==> src/rtl/magnetron_pkg.sv <==
// Shared state encoding and defaults for the magnetron cook controller.
package magnetron_pkg;

    typedef enum logic [1:0] {
        ST_IDLE   = 2'd0,
        ST_COOK   = 2'd1,
        ST_PAUSED = 2'd2,
        ST_DONE   = 2'd3
    } state_e;

    localparam int unsigned DEFAULT_PERIOD = 10;

endpackage

==> src/rtl/magnetron_if.sv <==
// Front-panel request / magnetron status bundle between panel decode and the cook controller.
interface magnetron_if #(
    parameter int unsigned TIME_W  = 16,
    parameter int unsigned POWER_W = 4
);
    logic               start;
    logic               stop;
    logic               door_open;
    logic [TIME_W-1:0]  time_load;
    logic [POWER_W-1:0] power;
    logic               mag_on;
    logic               busy;
    logic               done;
    logic [TIME_W-1:0]  time_left;

    modport master (
        output start, stop, door_open, time_load, power,
        input  mag_on, busy, done, time_left
    );

    modport slave (
        input  start, stop, door_open, time_load, power,
        output mag_on, busy, done, time_left
    );
endinterface

==> src/rtl/magnetron_pwm.sv <==
// Duty-cycle phase counter; on_req is the next-cycle magnetron request for the given duty.
module magnetron_pwm
    import magnetron_pkg::*;
#(
    parameter int unsigned POWER_W = 4,
    parameter int unsigned PERIOD  = DEFAULT_PERIOD
) (
    input  logic               clk,
    input  logic               rst_n,
    input  logic               clear,
    input  logic               advance,
    input  logic               cook_next,
    input  logic [POWER_W-1:0] duty_next,
    output logic [POWER_W:0]   next_phase,
    output logic               on_req
);
    localparam int unsigned PH_W = POWER_W + 1;
    localparam logic [PH_W-1:0] LAST_PHASE = PH_W'(PERIOD - 1);

    logic [PH_W-1:0] phase_q;

    always_comb begin
        next_phase = phase_q;
        if (clear) begin
            next_phase = '0;
        end else if (advance) begin
            next_phase = (phase_q >= LAST_PHASE) ? '0 : phase_q + 1'b1;
        end
    end

    // One extra bit so duty values up to 2**POWER_W-1 compare cleanly against the phase.
    assign on_req = cook_next && (next_phase < {1'b0, duty_next});

    always_ff @(posedge clk or negedge rst_n) begin
        if (!rst_n) begin
            phase_q <= '0;
        end else begin
            phase_q <= next_phase;
        end
    end
endmodule

==> src/rtl/magnetron_ctrl.sv <==
// Cook controller: door interlock, tick countdown and duty-cycled magnetron enable.
// Optional done-beep output enabled by defining MAGNETRON_BEEP_EN.
module magnetron_ctrl
    import magnetron_pkg::*;
#(
    parameter int unsigned TIME_W     = 16,
    parameter int unsigned POWER_W    = 4,
`ifdef MAGNETRON_BEEP_EN
    parameter int unsigned BEEP_TICKS = 500,
`endif
    parameter int unsigned PERIOD     = DEFAULT_PERIOD
) (
    input  logic       clk,
    input  logic       rst_n,
    input  logic       tick,
`ifdef MAGNETRON_BEEP_EN
    output logic       beep,
`endif
    magnetron_if.slave bus
);
    localparam logic [TIME_W-1:0] TIME_ONE = TIME_W'(1);

    state_e             state_q, state_d;
    logic [TIME_W-1:0]  time_q, time_d;
    logic [POWER_W-1:0] duty_q, duty_d;
    logic               phase_clear, phase_adv;
    logic [POWER_W:0]   next_phase;
    logic               on_req;
    logic               mag_on_q, busy_q, done_q;

    always_comb begin
        state_d     = state_q;
        time_d      = time_q;
        duty_d      = duty_q;
        phase_clear = 1'b0;
        phase_adv   = 1'b0;
        case (state_q)
            ST_IDLE: begin
                if (bus.start && !bus.stop && !bus.door_open && bus.time_load != '0) begin
                    state_d     = ST_COOK;
                    time_d      = bus.time_load;
                    duty_d      = bus.power;
                    phase_clear = 1'b1;
                end
            end
            ST_COOK: begin
                // Interlock and stop win over a coincident final tick.
                if (bus.stop || bus.door_open) begin
                    state_d = ST_PAUSED;
                end else if (tick) begin
                    phase_adv = 1'b1;
                    if (time_q <= TIME_ONE) begin
                        time_d  = '0;
                        state_d = ST_DONE;
                    end else begin
                        time_d = time_q - TIME_ONE;
                    end
                end
            end
            ST_PAUSED: begin
                if (bus.stop) begin
                    state_d = ST_IDLE;
                    time_d  = '0;
                end else if (bus.start && !bus.door_open) begin
                    state_d = ST_COOK;
                    duty_d  = bus.power;
                end
            end
            ST_DONE: begin
                if (bus.start || bus.stop || bus.door_open) begin
                    state_d = ST_IDLE;
                end
            end
            default: state_d = ST_IDLE;
        endcase
    end

    magnetron_pwm #(
        .POWER_W (POWER_W),
        .PERIOD  (PERIOD)
    ) u_pwm (
        .clk        (clk),
        .rst_n      (rst_n),
        .clear      (phase_clear),
        .advance    (phase_adv),
        .cook_next  (state_d == ST_COOK),
        .duty_next  (duty_d),
        .next_phase (next_phase),
        .on_req     (on_req)
    );

    always_ff @(posedge clk or negedge rst_n) begin
        if (!rst_n) begin
            state_q  <= ST_IDLE;
            time_q   <= '0;
            duty_q   <= '0;
            mag_on_q <= 1'b0;
            busy_q   <= 1'b0;
            done_q   <= 1'b0;
        end else begin
            state_q  <= state_d;
            time_q   <= time_d;
            duty_q   <= duty_d;
            mag_on_q <= on_req;
            busy_q   <= (state_d == ST_COOK) || (state_d == ST_PAUSED);
            done_q   <= (state_d == ST_DONE);
        end
    end

    assign bus.mag_on    = mag_on_q;
    assign bus.busy      = busy_q;
    assign bus.done      = done_q;
    assign bus.time_left = time_q;

`ifdef MAGNETRON_BEEP_EN
    localparam int unsigned BEEP_W = $clog2(BEEP_TICKS + 1) + 1;

    logic [BEEP_W-1:0] beep_cnt_q, beep_cnt_d;
    logic              beep_q, beep_d;

    always_comb begin
        beep_cnt_d = beep_cnt_q;
        beep_d     = beep_q;
        if (state_d != ST_DONE) begin
            beep_d     = 1'b0;
            beep_cnt_d = '0;
        end else if (state_q != ST_DONE) begin
            beep_d     = (BEEP_TICKS != 0);
            beep_cnt_d = BEEP_W'(BEEP_TICKS);
        end else if (tick && beep_cnt_q != '0) begin
            beep_cnt_d = beep_cnt_q - 1'b1;
            if (beep_cnt_q == BEEP_W'(1)) begin
                beep_d = 1'b0;
            end
        end
    end

    always_ff @(posedge clk or negedge rst_n) begin
        if (!rst_n) begin
            beep_cnt_q <= '0;
            beep_q     <= 1'b0;
        end else begin
            beep_cnt_q <= beep_cnt_d;
            beep_q     <= beep_d;
        end
    end

    assign beep = beep_q;
`endif
endmodule
==> src/flat_wrapper.sv <==
// flat-port wrapper written by rule: the top's interface ports become plain ports
module magnetron_ctrl_flat import magnetron_pkg::*;
#(
    parameter int unsigned TIME_W     = 16,
    parameter int unsigned POWER_W    = 4,

    parameter int unsigned PERIOD     = DEFAULT_PERIOD
)
  (clk, rst_n, tick, bus_start, bus_stop, bus_door_open, bus_time_load, bus_power, bus_mag_on, bus_busy, bus_done, bus_time_left);
  magnetron_if #(.TIME_W(TIME_W), .POWER_W(POWER_W)) bus_i ();
  input  logic clk;
  input  logic rst_n;
  input  logic tick;
  input wire logic [$bits(bus_i.start)-1:0] bus_start;
  input wire logic [$bits(bus_i.stop)-1:0] bus_stop;
  input wire logic [$bits(bus_i.door_open)-1:0] bus_door_open;
  input wire logic [$bits(bus_i.time_load)-1:0] bus_time_load;
  input wire logic [$bits(bus_i.power)-1:0] bus_power;
  output wire logic [$bits(bus_i.mag_on)-1:0] bus_mag_on;
  output wire logic [$bits(bus_i.busy)-1:0] bus_busy;
  output wire logic [$bits(bus_i.done)-1:0] bus_done;
  output wire logic [$bits(bus_i.time_left)-1:0] bus_time_left;
  assign bus_i.start = bus_start;
  assign bus_i.stop = bus_stop;
  assign bus_i.door_open = bus_door_open;
  assign bus_i.time_load = bus_time_load;
  assign bus_i.power = bus_power;
  assign bus_mag_on = bus_i.mag_on;
  assign bus_busy = bus_i.busy;
  assign bus_done = bus_i.done;
  assign bus_time_left = bus_i.time_left;
  magnetron_ctrl #(.TIME_W(TIME_W), .POWER_W(POWER_W), .PERIOD(PERIOD)) u_core (.clk(clk), .rst_n(rst_n), .tick(tick), .bus(bus_i));
endmodule
==> config.mk <==
export PLATFORM = sky130hd
export DESIGN_NAME = magnetron_ctrl_flat
export DESIGN_NICKNAME = d
export VERILOG_FILES = /design/src/rtl/magnetron_pkg.sv /design/src/rtl/magnetron_if.sv /design/src/rtl/magnetron_pwm.sv /design/src/rtl/magnetron_ctrl.sv /design/src/flat_wrapper.sv
export SDC_FILE = /design/constraint.sdc
export NUM_CORES = 1
export LEC_CHECK = 0
export CORE_ASPECT_RATIO = 0.8
export CORE_UTILIZATION = 55
export CTS_CLUSTER_DIAMETER = 100
export DETAILED_ROUTE_END_ITERATION = 8
export PLACE_DENSITY = 0.85
export SYNTH_ARGS = -nofsm -noshare
export SYNTH_HDL_FRONTEND = slang
export SYNTH_SLANG_ARGS = --single-unit
==> constraint.sdc <==
create_clock -name clk -period 5.2 [get_ports clk]
set_input_delay 1.04 -clock clk [delete_from_list [all_inputs] [get_ports clk]]
set_output_delay 1.04 -clock clk [all_outputs]
set_load 0.03 [all_outputs]
# Word-level counts from Yosys, hierarchy flattened
# Index checks and enable logic that the tools add are counted.
# word_totals
regBits,30
latch_bits,0
mem_bits_rw,0
rom_bits,0
inputBits,26
output_inout_bits,19
wordCells,63
n_memories,0
# op_classes
n_addsub,2
multipliers,0
div,0
n_lt_le_gt_ge,3
n_eq_ne,10
shift,0
muxes,26
n_bitwise,0
reduce_logical,15
# op_table
operator,count
16-bit 2-to-1 mux,5
16-bit one-hot mux with 3 select lines,1
16-bit by 1-bit less-or-equal comparator with 1-bit output (second input constant),1
16-bit nonzero test,1
16-bit by 1-bit subtractor with 16-bit output (second input constant),1
5-bit 2-to-1 mux,3
2-bit 2-to-1 mux,7
4-bit 2-to-1 mux,3
2-bit equality test (second input constant),4
2-bit one-hot mux with 4 select lines,1
4-bit one-hot mux with 2 select lines,1
2-bit != test (second input constant),3
5-bit by 1-bit adder with 5-bit output (second input constant),1
5-bit by 4-bit >= comparator with 1-bit output (second input constant),1
1-bit logical AND,5
5-bit by 4-bit < comparator with 1-bit output,1
1-bit 2-to-1 mux,5
5-bit AND reduction,1
2-bit by 1-bit equality test with 1-bit output (second input constant),2
1-bit logical OR,4
3-bit nonzero test,1
1-bit zero test,2
2-bit zero test,1
2-bit by 1-bit != test with 1-bit output (second input constant),1

# Logic depth before layout (Yosys ltp)
# depth
word_depth,9
ltp_mapped,12
ltp_nobuf,12

# Modules after synthesis
# A second synthesis with hierarchy kept.
# hier_totals
hier_cells,229
hier_area_um2,2094.5
# modules_own_cells
module,n_inst,cells_per_inst,area_per_inst_um2,seq_area_each_um2
magnetron_ctrl,1,188,1706.6,625.6
magnetron_pwm,1,41,387.9,125.1

# Worst setup path before layout
# Ideal clock, no wire load.
# synth_path
path_type,input to register
startpoint,input bus_time_load[10]
endpoint,"register u_core.mag_on_q, in the netlist u_core.bus.mag_on"
setup_time_ns,0.095
t_arrival_ns,3.361
required_ns,5.105
setup_slack_ns,1.744
stages,8
n_path_buf,0
path_cell_list,or4_1 -> o41a_1 -> a21bo_2 -> nor2_1 -> ha_1 -> a2111oi_0 -> o21ai_0 -> o31ai_1
# synth_via
elab_chain_cells,7
elab_cells_between_ends,12
classes_between,order compare: 1; eq/ne: 1; mux: 7; reduce/logical: 3
# synth_rtl
element,line_no,text
"start, declared",flat_wrapper.sv:17,input wire logic [$bits(bus_i.time_load)-1:0] bus_time_load;
16-bit nonzero test,magnetron_ctrl.sv:39,if (bus.start && !bus.stop && !bus.door_open && bus.time_load != '0) begin
1-bit logical AND,magnetron_ctrl.sv:39,
1-bit 2-to-1 mux,magnetron_ctrl.sv:39,
1-bit 2-to-1 mux,magnetron_ctrl.sv:37,case (state_q)
5-bit 2-to-1 mux,magnetron_pwm.sv:24,if (clear) begin
named net u_core.next_phase[2],magnetron_ctrl.sv:27,logic [POWER_W:0] next_phase;
5-bit by 4-bit < comparator with 1-bit output,magnetron_pwm.sv:32,"assign on_req = cook_next && (next_phase < {1'b0, duty_next});"
1-bit logical AND,magnetron_pwm.sv:32,
named net u_core.on_req,magnetron_ctrl.sv:28,logic on_req;
"end signal, assigned",magnetron_ctrl.sv:104,mag_on_q <= on_req;
"end, declared",magnetron_ctrl.sv:29,"logic mag_on_q, busy_q, done_q;"
# The timed path passes the listed nets, and every way through them passes these cells.
# A chain may end at the register's enable or synchronous reset.

# Worst setup path after layout
# Ends and elaborated chain as after synthesis.

==> flow_summary.json <==
{
  "start_util_pct": 59.73,
  "layout_commonest_cell": "clkdlybuf4s50_1",
  "slowest_delay_ns": 0.59,
  "critPathKind": "in -> reg",
  "cts_setup_buffers": 0,
  "holdWs_ns": 0.5225,
  "ys_ff_latch": 30,
  "rsz0062_at_grt": "no",
  "worst_pin_slew_ns": 1.192,
  "mostFrequentLayoutCells": "clkdlybuf4s50_1 (44), dfrtp_1 (30), inv_1 (27), a22o_1 (21), nor2_1 (15)",
  "setup_tns_ns": 0,
  "io_pins": 45,
  "stdcell_area_mm2": 0.002634,
  "cp_num_cells": 9,
  "ctsHoldBuffers": 0,
  "min_path_type": "reg -> reg",
  "drcViolationCount": 2,
  "slew_viol_final": 0,
  "period_needed_ns": 3.826,
  "clkTransAtPathRegs_ns": 0.06,
  "synth_top_area_cell": "dfrtp_1",
  "dp.cells": 306,
  "vias": 1996,
  "firstDrtPassIters": 7,
  "peakVddDrop_mv": 0.4959,
  "cp-end-kind": "register",
  "power_leakage_nw": 1.169,
  "cp.required_ns": 5.39,
  "areaGrowthSynthToFinish_pct": 24.48,
  "cp_top_family": "compound AO/OA/AOI/OAI gates",
  "track_usage_pct": 27.11,
  "run_status": "complete, but fails checks",
  "portBuffers": 44,
  "yosys.area_share.simple_pct": 17.03,
  "syn_nets": 267,
  "drive_above_1_share_pct": 9.225,
  "synth_top_family_by_area": "compound AO/OA/AOI/OAI gates",
  "fin_skew_ns": 0.005470,
  "overflow": 0,
  "path_cells": "clkdlybuf4s50_1, or4_1, o41a_1, a21bo_2, nor2_1, ha_1, a2111oi_0, o21ai_0, o31ai_1",
  "syn_area_per_cell_um2": 9.239,
  "vias_per_cell": 6.377,
  "reg2regPathDepth": 5,
  "post-place-ws_ns": 1.058,
  "crit_arrival_ns": 4.01,
  "utilization_pct": 74.36,
  "drtIter0Drc": 172,
  "start_kind": "input pin",
  "synth_top_area_share_pct": 35.48,
  "ys_warn_count": 0,
  "dp_hpwl_mm": 3.839,
  "cts_root_buffer": "clkbuf_8",
  "synth-compound-area-share_pct": 30.75,
  "crit_buf_inv": 1,
  "wl_per_cell_um": 16.81,
  "finalSetupViolations": 0,
  "synthCells": 229,
  "die_x_um": 71.35,
  "critical_path.slowest_cell": "or4_1",
  "nets": 309,
  "whs_path_depth": 1,
  "total_power_mw": 1.654,
  "hold_viol_final": 0,
  "grt_max_degree": 33,
  "cts_inserted_buffers": 5,
  "power_density_mw_per_mm2": 628.1,
  "routabilityCongestion": 0.9818,
  "synthesis.area_mm2": 0.002116,
  "htreeDepth": 2,
  "antenna_found_initial": 0,
  "setup_ws_ns": 1.374,
  "fillers": 289,
  "insertion_delay_ns": 0.29,
  "fmax_mhz": 261.4,
  "synth.area.top_cells": "dfrtp_1 (35%), a22o_1 (8.7%), ha_1 (7.1%)",
  "ant_nets": 0,
  "slew_headroom_pct": 20.53,
  "synth_fa_ha_area_share_pct": 7.096,
  "cts_tree": "built",
  "die_h_um": 57.48,
  "n_antenna_cell": 0,
  "cts_sinks": 30,
  "grt_pass1_vias": 1787,
  "cts_buffer_depth": 2,
  "die_area_mm2": 0.004101,
  "dpl-instance-area_mm2": 0.002557,
  "cts-resized-gates": 0,
  "synthDistinctLibCells": 50,
  "seq_area_frac_synth_pct": 35.48,
  "finalCritPeriodShare_pct": 73.57,
  "violations": "DRC",
  "cap_violations": 0,
  "muxShareOfSynthArea_pct": 0.4731,
  "drt-total-wl_mm": 5.263,
  "cp_max_fo": 8,
  "synth-xor-area-share_pct": 1.242,
  "rows": 19,
  "finalNonFillerCells": 313,
  "core_area_mm2": 0.003542,
  "grt_pass1_wl_mm": 8.480
}
==> layout make-up <==
cell class                 instances  area, um2  share of cell area [%]
clock buffer                       7      76.32                   2.898
sequential                        30      750.7                   28.50
timing repair buffer              46      455.4                   17.29
inverter                          27      101.3                   3.848
multi-input combinational        161       1197                   45.46
tap                               42      52.55                   1.995
==> worst register-to-register path, stage by stage, from the launching register on <==
cell      delay (ns)
dfrtp_1         0.46
nor4_1          0.65
o2111a_1        0.35
a21o_1          0.93
o22ai_1         0.29
a22o_1          0.30
==> registers in the layout, summed over array words and instances (netlist names) <==
name,count
u_core.state_q,2
u_core.bus.busy,1
u_core.u_pwm.phase_q,5
u_core.bus.done,1
u_core.bus.time_left,16
u_core.bus.mag_on,1
u_core.duty_q,4
==> cell usage after synthesis (all sizes together) <==
cell / count
nand2b: 6
ha: 12
xor2: 2
a21oi: 8
or3: 2
or4: 6
buf: 6
inv: 27
o41a: 3
o221a: 1
a21bo: 1
dfrtp: 30
a2111oi: 1
a21o: 1
o21ba: 1
xnor2: 1
o22ai: 4
o21ai: 19
nor3b: 2
o21a: 2
nand2: 7
o2111a: 1
o32a: 1
o221ai: 2
mux2i: 1
a41oi: 1
or2: 3
nand3: 5
a22o: 21
o31ai: 1
nor2b: 3
a211oi: 1
nand4: 1
nor4: 3
clkbuf: 5
nor4bb: 1
o32ai: 6
nor3: 7
and2: 2
nor2: 15
o41ai: 4
and3: 2
a31oi: 1
==> path summary, 6_finish.rpt <==
check | from | end | slack [ns]
worst max register to register | u_core.bus.time_left[6] | u_core.bus.time_left[5] | 2.10
max in group asynchronous | rst_n | u_core.duty_q[2] | 3.78
worst max-delay path | bus_time_load[10] | u_core.bus.mag_on | 1.37
worst min-delay path | u_core.bus.time_left[13] | u_core.bus.time_left[13] | 0.52
min in group asynchronous | rst_n | u_core.state_q[0] | 1.14
worst min register to register | u_core.bus.time_left[13] | u_core.bus.time_left[13] | 0.52
==> per-layer routing <==
layer	vias up	track usage [%]	share of wire, %
li1	936	-	-
met3	9	5.300	6.9
met4	0	9.429	1.7
met1	961	38.05	45
met2	90	42.04	46
met5	-	0	0
==> logic make-up (layout without fill, tap and decap cells) <==
kind of cell	after synthesis	in the layout
flip-flops	30	30
XOR/XNOR	3	3
AND/OR/NAND/NOR	65	65
buffers and inverters	38	80
AO/OA/AOI/OAI	80	80
multiplexers	1	1
adder cells (fa/ha/maj)	12	12
==> where the power goes <==
group	leakage, nW	internal [mW]	switching (mW)
sequential	0.382	0.335	0.108
combinational	0.749	0.440	0.597
clock	0.0383	0.0918	0.0829
total	1.17	0.867	0.787
No activity file was read; power rests on OpenSTA's default activity.
==> RTL edit 1 (same flow settings) <==
`TIME_W` is set to 16 in 3 places; all go to 14.
--- a/src/rtl/magnetron_if.sv
+++ b/src/rtl/magnetron_if.sv
@@ -2,3 +2,3 @@
 interface magnetron_if #(
-    parameter int unsigned TIME_W  = 16,
+    parameter int unsigned TIME_W  = 14,
     parameter int unsigned POWER_W = 4
--- a/src/rtl/magnetron_ctrl.sv
+++ b/src/rtl/magnetron_ctrl.sv
@@ -5,3 +5,3 @@
 #(
-    parameter int unsigned TIME_W     = 16,
+    parameter int unsigned TIME_W     = 14,
     parameter int unsigned POWER_W    = 4,
--- a/src/flat_wrapper.sv
+++ b/src/flat_wrapper.sv
@@ -3,3 +3,3 @@
 #(
-    parameter int unsigned TIME_W     = 16,
+    parameter int unsigned TIME_W     = 14,
     parameter int unsigned POWER_W    = 4,
Ports: changed (resized bus_time_left and bus_time_load); port bits go from 45 to 41. The function was not compared with the original's and may differ.
==> RTL edit 1 against the original RTL <==
- wire length decreased by 6.3%
- power fell by 13%
- first-iteration DRC count is 6.4% lower
- sequential cell count is 2 lower
- synthesized cell count decreased by 4.4%
- global-route usage up 1.5 points
- area after synthesis down 9.4%
- worst setup slack better by 300 ps
- design area decreased by 8.6%
- critical path type unchanged
- largest cell class unchanged
==> RTL edit 1: results (changes against the original RTL) <==
- Vias in the first global route: 1628 (-8.9%)
- Actual slew at the worst max-slew pin: 1190 ps (-3.87 ps)
- Fraction of layout cells with a size suffix above 1: 4.67% (-4.6 points)
- Total track usage: 28.6% (+1.5 points)
- Vias/cell: 6.25 (-2.0%)
- First-pass GRT wire length: 7.72 mm (-9.0%)
- Hold Path Stages: 2 (+1)
- Worst reg2reg path startpoint: u_core.state_q[0]
- Clk pwr: 176 uW
- Initial antenna violation count: 0 (unchanged)
- Seq. pwr: 396 uW (-11%)
- Post-synth top flop: dfrtp_1
- Sequential area share after synthesis: 36.6% (+1.1 points)
- Worst Path Arrival: 3720 ps (-290 ps)
- TritonCTS Buffers: 3 (-2)
- Beginning of the critical path: bus_start
- Max VDD drop: 0.421 mV (-15%)
- Synth area leaders: dfrtp_1 (37%), ha_1 (8.5%), a21oi_1 (5.2%)
- Sw power: 684 uW (-13%)
- DRT Pass-1 Iters: 5 (-2)
- FILL cells: 227 (-21%)
- Routability cong.: 0.882 (-10%)
- DRT iter0 DRCs: 161 (-6.4%)
- Pwr dens: 597 nW/um2 (-5.0%)
- Distinct cells, synth: 47 (-6.0%)
- Top post-synthesis cells by count: dfrtp_1 (28), inv_1 (24), a21oi_1 (20)
- Htree depth: 1 (-1)
- Nets: 295 (-4.5%)
- Total Routed Length: 4.93 mm (-6.3%)
- CP max FO: 5 (-3)
- DP HPWL: 3.64 mm (-5.2%)
- Placed cell areas: 2340 um2 (-8.7%)
- Hold Path Origin: u_core.bus.time_left[11]
- Largest net degree at the start of global routing: 29 (-12%)
- R2R depth: 10 (+5)
- I/O Buffers: 40 (-9.1%)
- Largest register FFs: 14 (-2)
- Synth Net Count: 256 (-4.1%)
- P_leak: 0.00101 uW (-13%)
- Status: finished, final reports clean
- Clock transition at the registers of the reported paths: 100 ps (+40 ps)
- Cts hold-fix bufs: 0 (unchanged)
- Setup WS pre-CTS: 1480 ps (+420 ps)
- Worst Skew: 8.29 ps (+2.82 ps)
==> RTL edit 1: critical path: stages <==
cell,delay [ps]
clkdlybuf4s50_1,550
nor3b_1,440
o21ai_0,350
a22oi_1,320
o21a_1,160
ha_1,230
a21oi_1,180
o221ai_1,150
a311oi_1,300
==> RTL edit 1: through the flow <==
stage                     util, %  std cells
after CTS                    75.3        297
after global routing         75.3        297
after floorplan                 -        219
final                        75.3        297
after detailed placement     73.0        293
after global placement       73.0        293
==> RTL edit 1: path summary, 6_finish.rpt <==
check,endpoint,slack (ps)
worst max-delay path,u_core.bus.mag_on,1680
min in group asynchronous,u_core.bus.time_left[7],1110
worst min-delay path,u_core.bus.time_left[11],560
worst max register to register,u_core.bus.mag_on,2340
worst min register to register,u_core.bus.time_left[11],560
max in group asynchronous,u_core.bus.time_left[2],3820
==> RTL edit 1: kinds of logic (layout without fill, tap and decap cells) <==
group | count (synthesis) | after routing | share of synthesized area (%)
xor gates and xnor gates | 2 | 2 | 0.914
muxes | 1 | 1 | 0.522
and+or+nand+nor | 66 | 66 | 18.7
AOI/OAI and AO/OA | 77 | 77 | 27.9
adders and majority gates | 13 | 13 | 8.49
DFF | 28 | 28 | 36.6
buffers and inverters | 32 | 70 | 6.92
==> RTL edit 1: metal layers <==
| layer | track usage, % | share of wire, % | vias up |
|---|---|---|---|
| met4 | 4.86 | 0.63 | 0 |
| met2 | 43.3 | 44 | 98 |
| li1 | - | - | 889 |
| met5 | 0 | 0 | - |
| met1 | 42.3 | 47 | 866 |
| met3 | 5.63 | 8.6 | 4 |
==> RTL edit 1: final cells by class <==
type | instances | area share, %
flip-flops and latches | 28 | 29.1
multi-input cells | 159 | 45.0
clock buffers | 3 | 1.72
repair buffers | 41 | 16.9
inverters | 25 | 3.90
well taps | 40 | 2.08
clock inverters | 1 | 1.25
==> RTL edit 2 (same flow settings) <==
Made on the original files. Re-encode `state_e` (4 states) as one-hot, 4 bits wide.
--- a/src/rtl/magnetron_pkg.sv
+++ b/src/rtl/magnetron_pkg.sv
@@ -3,7 +3,7 @@
 
-    typedef enum logic [1:0] {
-        ST_IDLE   = 2'd0,
-        ST_COOK   = 2'd1,
-        ST_PAUSED = 2'd2,
-        ST_DONE   = 2'd3
+    typedef enum logic [3:0] {
+        ST_IDLE   = 4'b0001,
+        ST_COOK   = 4'b0010,
+        ST_PAUSED = 4'b0100,
+        ST_DONE   = 4'b1000
     } state_e;
Formal check against the unedited RTL: no difference found for any inputs over 10 cycles, from zero or initial values and one cycle with rst_n low; not proved beyond that.
==> RTL edit 2 against the original RTL <==
- worst setup slack better by 91 ps
- via count increased by 7.1%
- wire length grew 10%
- design area grew 4.9%
- area after synthesis grew 5.3%
- maximum frequency increased by 2.4%
- sequential cell count grew 2
- highest routed layer unchanged
Power is not compared: it rests on default switching activity, and its combinational part moved more than twofold at a synthesized area within 25%.
==> RTL edit 2: results (changes against the original RTL) <==
- Average routed wire per standard cell: 17.3 um (+2.6%)
- Vias in the first global route: 2034 (+14%)
- Flops & latches, synth: 32 (+6.7%)
- DRT Pass-1 Iters: 6 (-1)
- Multiplexer share of the synthesized area: 0.674% (+0.20 points)
- WL met1: 2.65 mm (+11%)
- CP max FO: 10 (+2)
- DP HPWL: 4.24 mm (+10%)
- Distinct cells, synth: 58 (+16%)
- Synth Area in Adders: 3.93% (-3.2 points)
- Worst reg2reg path startpoint: u_core.state_q[0]
- XOR/XNOR share of the synthesized area: 1.18% (-0.062 points)
- Post-synthesis compound-gate area fraction: 27.4% (-3.3 points)
- Beginning of the critical path: bus_time_load[11]
- Top post-synthesis cells by count: dfrtp_1 (31), inv_1 (21), nand2_1 (18)
- R2R depth: 8 (+3)
- Routability cong.: 0.861 (-12%)
- First-pass GRT wire length: 9.48 mm (+12%)
- Reg2reg setup slack: 2370 ps (+270 ps)
- Total track usage: 29.2% (+2.1 points)
- Status: finished, final reports clean
- Synth area leaders: dfrtp_1 (35%), a211oi_1 (4.0%), ha_1 (3.9%)
- Hold path endpoint: u_core.duty_q[3]
- Slew headroom: 25.4% (+4.9 points)
- Worst Skew: 8.90 ps (+3.43 ps)
- Placed cell areas: 2670 um2 (+4.3%)
- Met2 WL: 2.52 mm (+4.1%)
- Fraction of layout cells with a size suffix above 1: 11.7% (+2.5 points)
- Sequential area share after synthesis: 36.0% (+0.53 points)
- CP max-delay cell: o21ai_2
- WL met3: 474 um (+31%)
[RTL edit 2: changes by cell type after synthesis, moves of 5 or more]
cell,change
nor4_1,+5
nand2b_1,-6
a22o_1,-20
o32ai_1,-6
o22ai_2,+7
ha_1,-5
o21ai_2,-11
nand3_1,+5
a22oi_1,+6
nand2_1,+11
a211oi_1,+11
a32oi_1,+7
inv_1,-6
[RTL edit 2: power groups by stage]
stage,logic [uW],registers [uW],clock network [uW]
after CTS,378,343,210
after global routing,407,350,220
after floorplan,171,407,0
final,383,344,209
after detailed placement,375,347,0
after global placement,370,345,0
[RTL edit 2: logic make-up (layout without fill, tap and decap cells)]
family | after synthesis | after routing
xor+xnor | 3 | 3
simple gates | 87 | 87
fa+ha+maj | 7 | 7
compound gates | 77 | 77
flops | 32 | 32
buf+inv | 33 | 74
mux | 1 | 1
[RTL edit 2: area by class of cell]
type	count	area [um2]
multi-input cells	175	1260
clock buffers	7	96.3
repair buffers	46	455
flip-flops and latches	32	802
well taps	55	68.8
fillers	291	1070
inverters	21	78.8
[RTL edit 2: worst reg2reg max path, delay by kind of cell (launching register included)]
family	cells	cell delay [ps]
simple gates	3	790
compound gates	4	930
fa+ha+maj	1	330
flops	1	640
[RTL edit 2: per-layer routing]
layer	track usage [%]	vias to the layer above
met5	0	-
met4	13.4	0
li1	-	984
met3	7.88	19
met2	42.9	100
met1	40.2	1034
[RTL edit 2: per-stage QoR]
stage / total power [uW] / utilization [%] / setup slack (ps)
floorplan: 578 / - / 2090
global placement: 715 / 69.6 / 1360
detailed placement: 722 / 69.6 / 1150
CTS: 932 / 72.2 / 1460
global route: 977 / 72.2 / 1190
finish: 936 / 72.2 / 1460
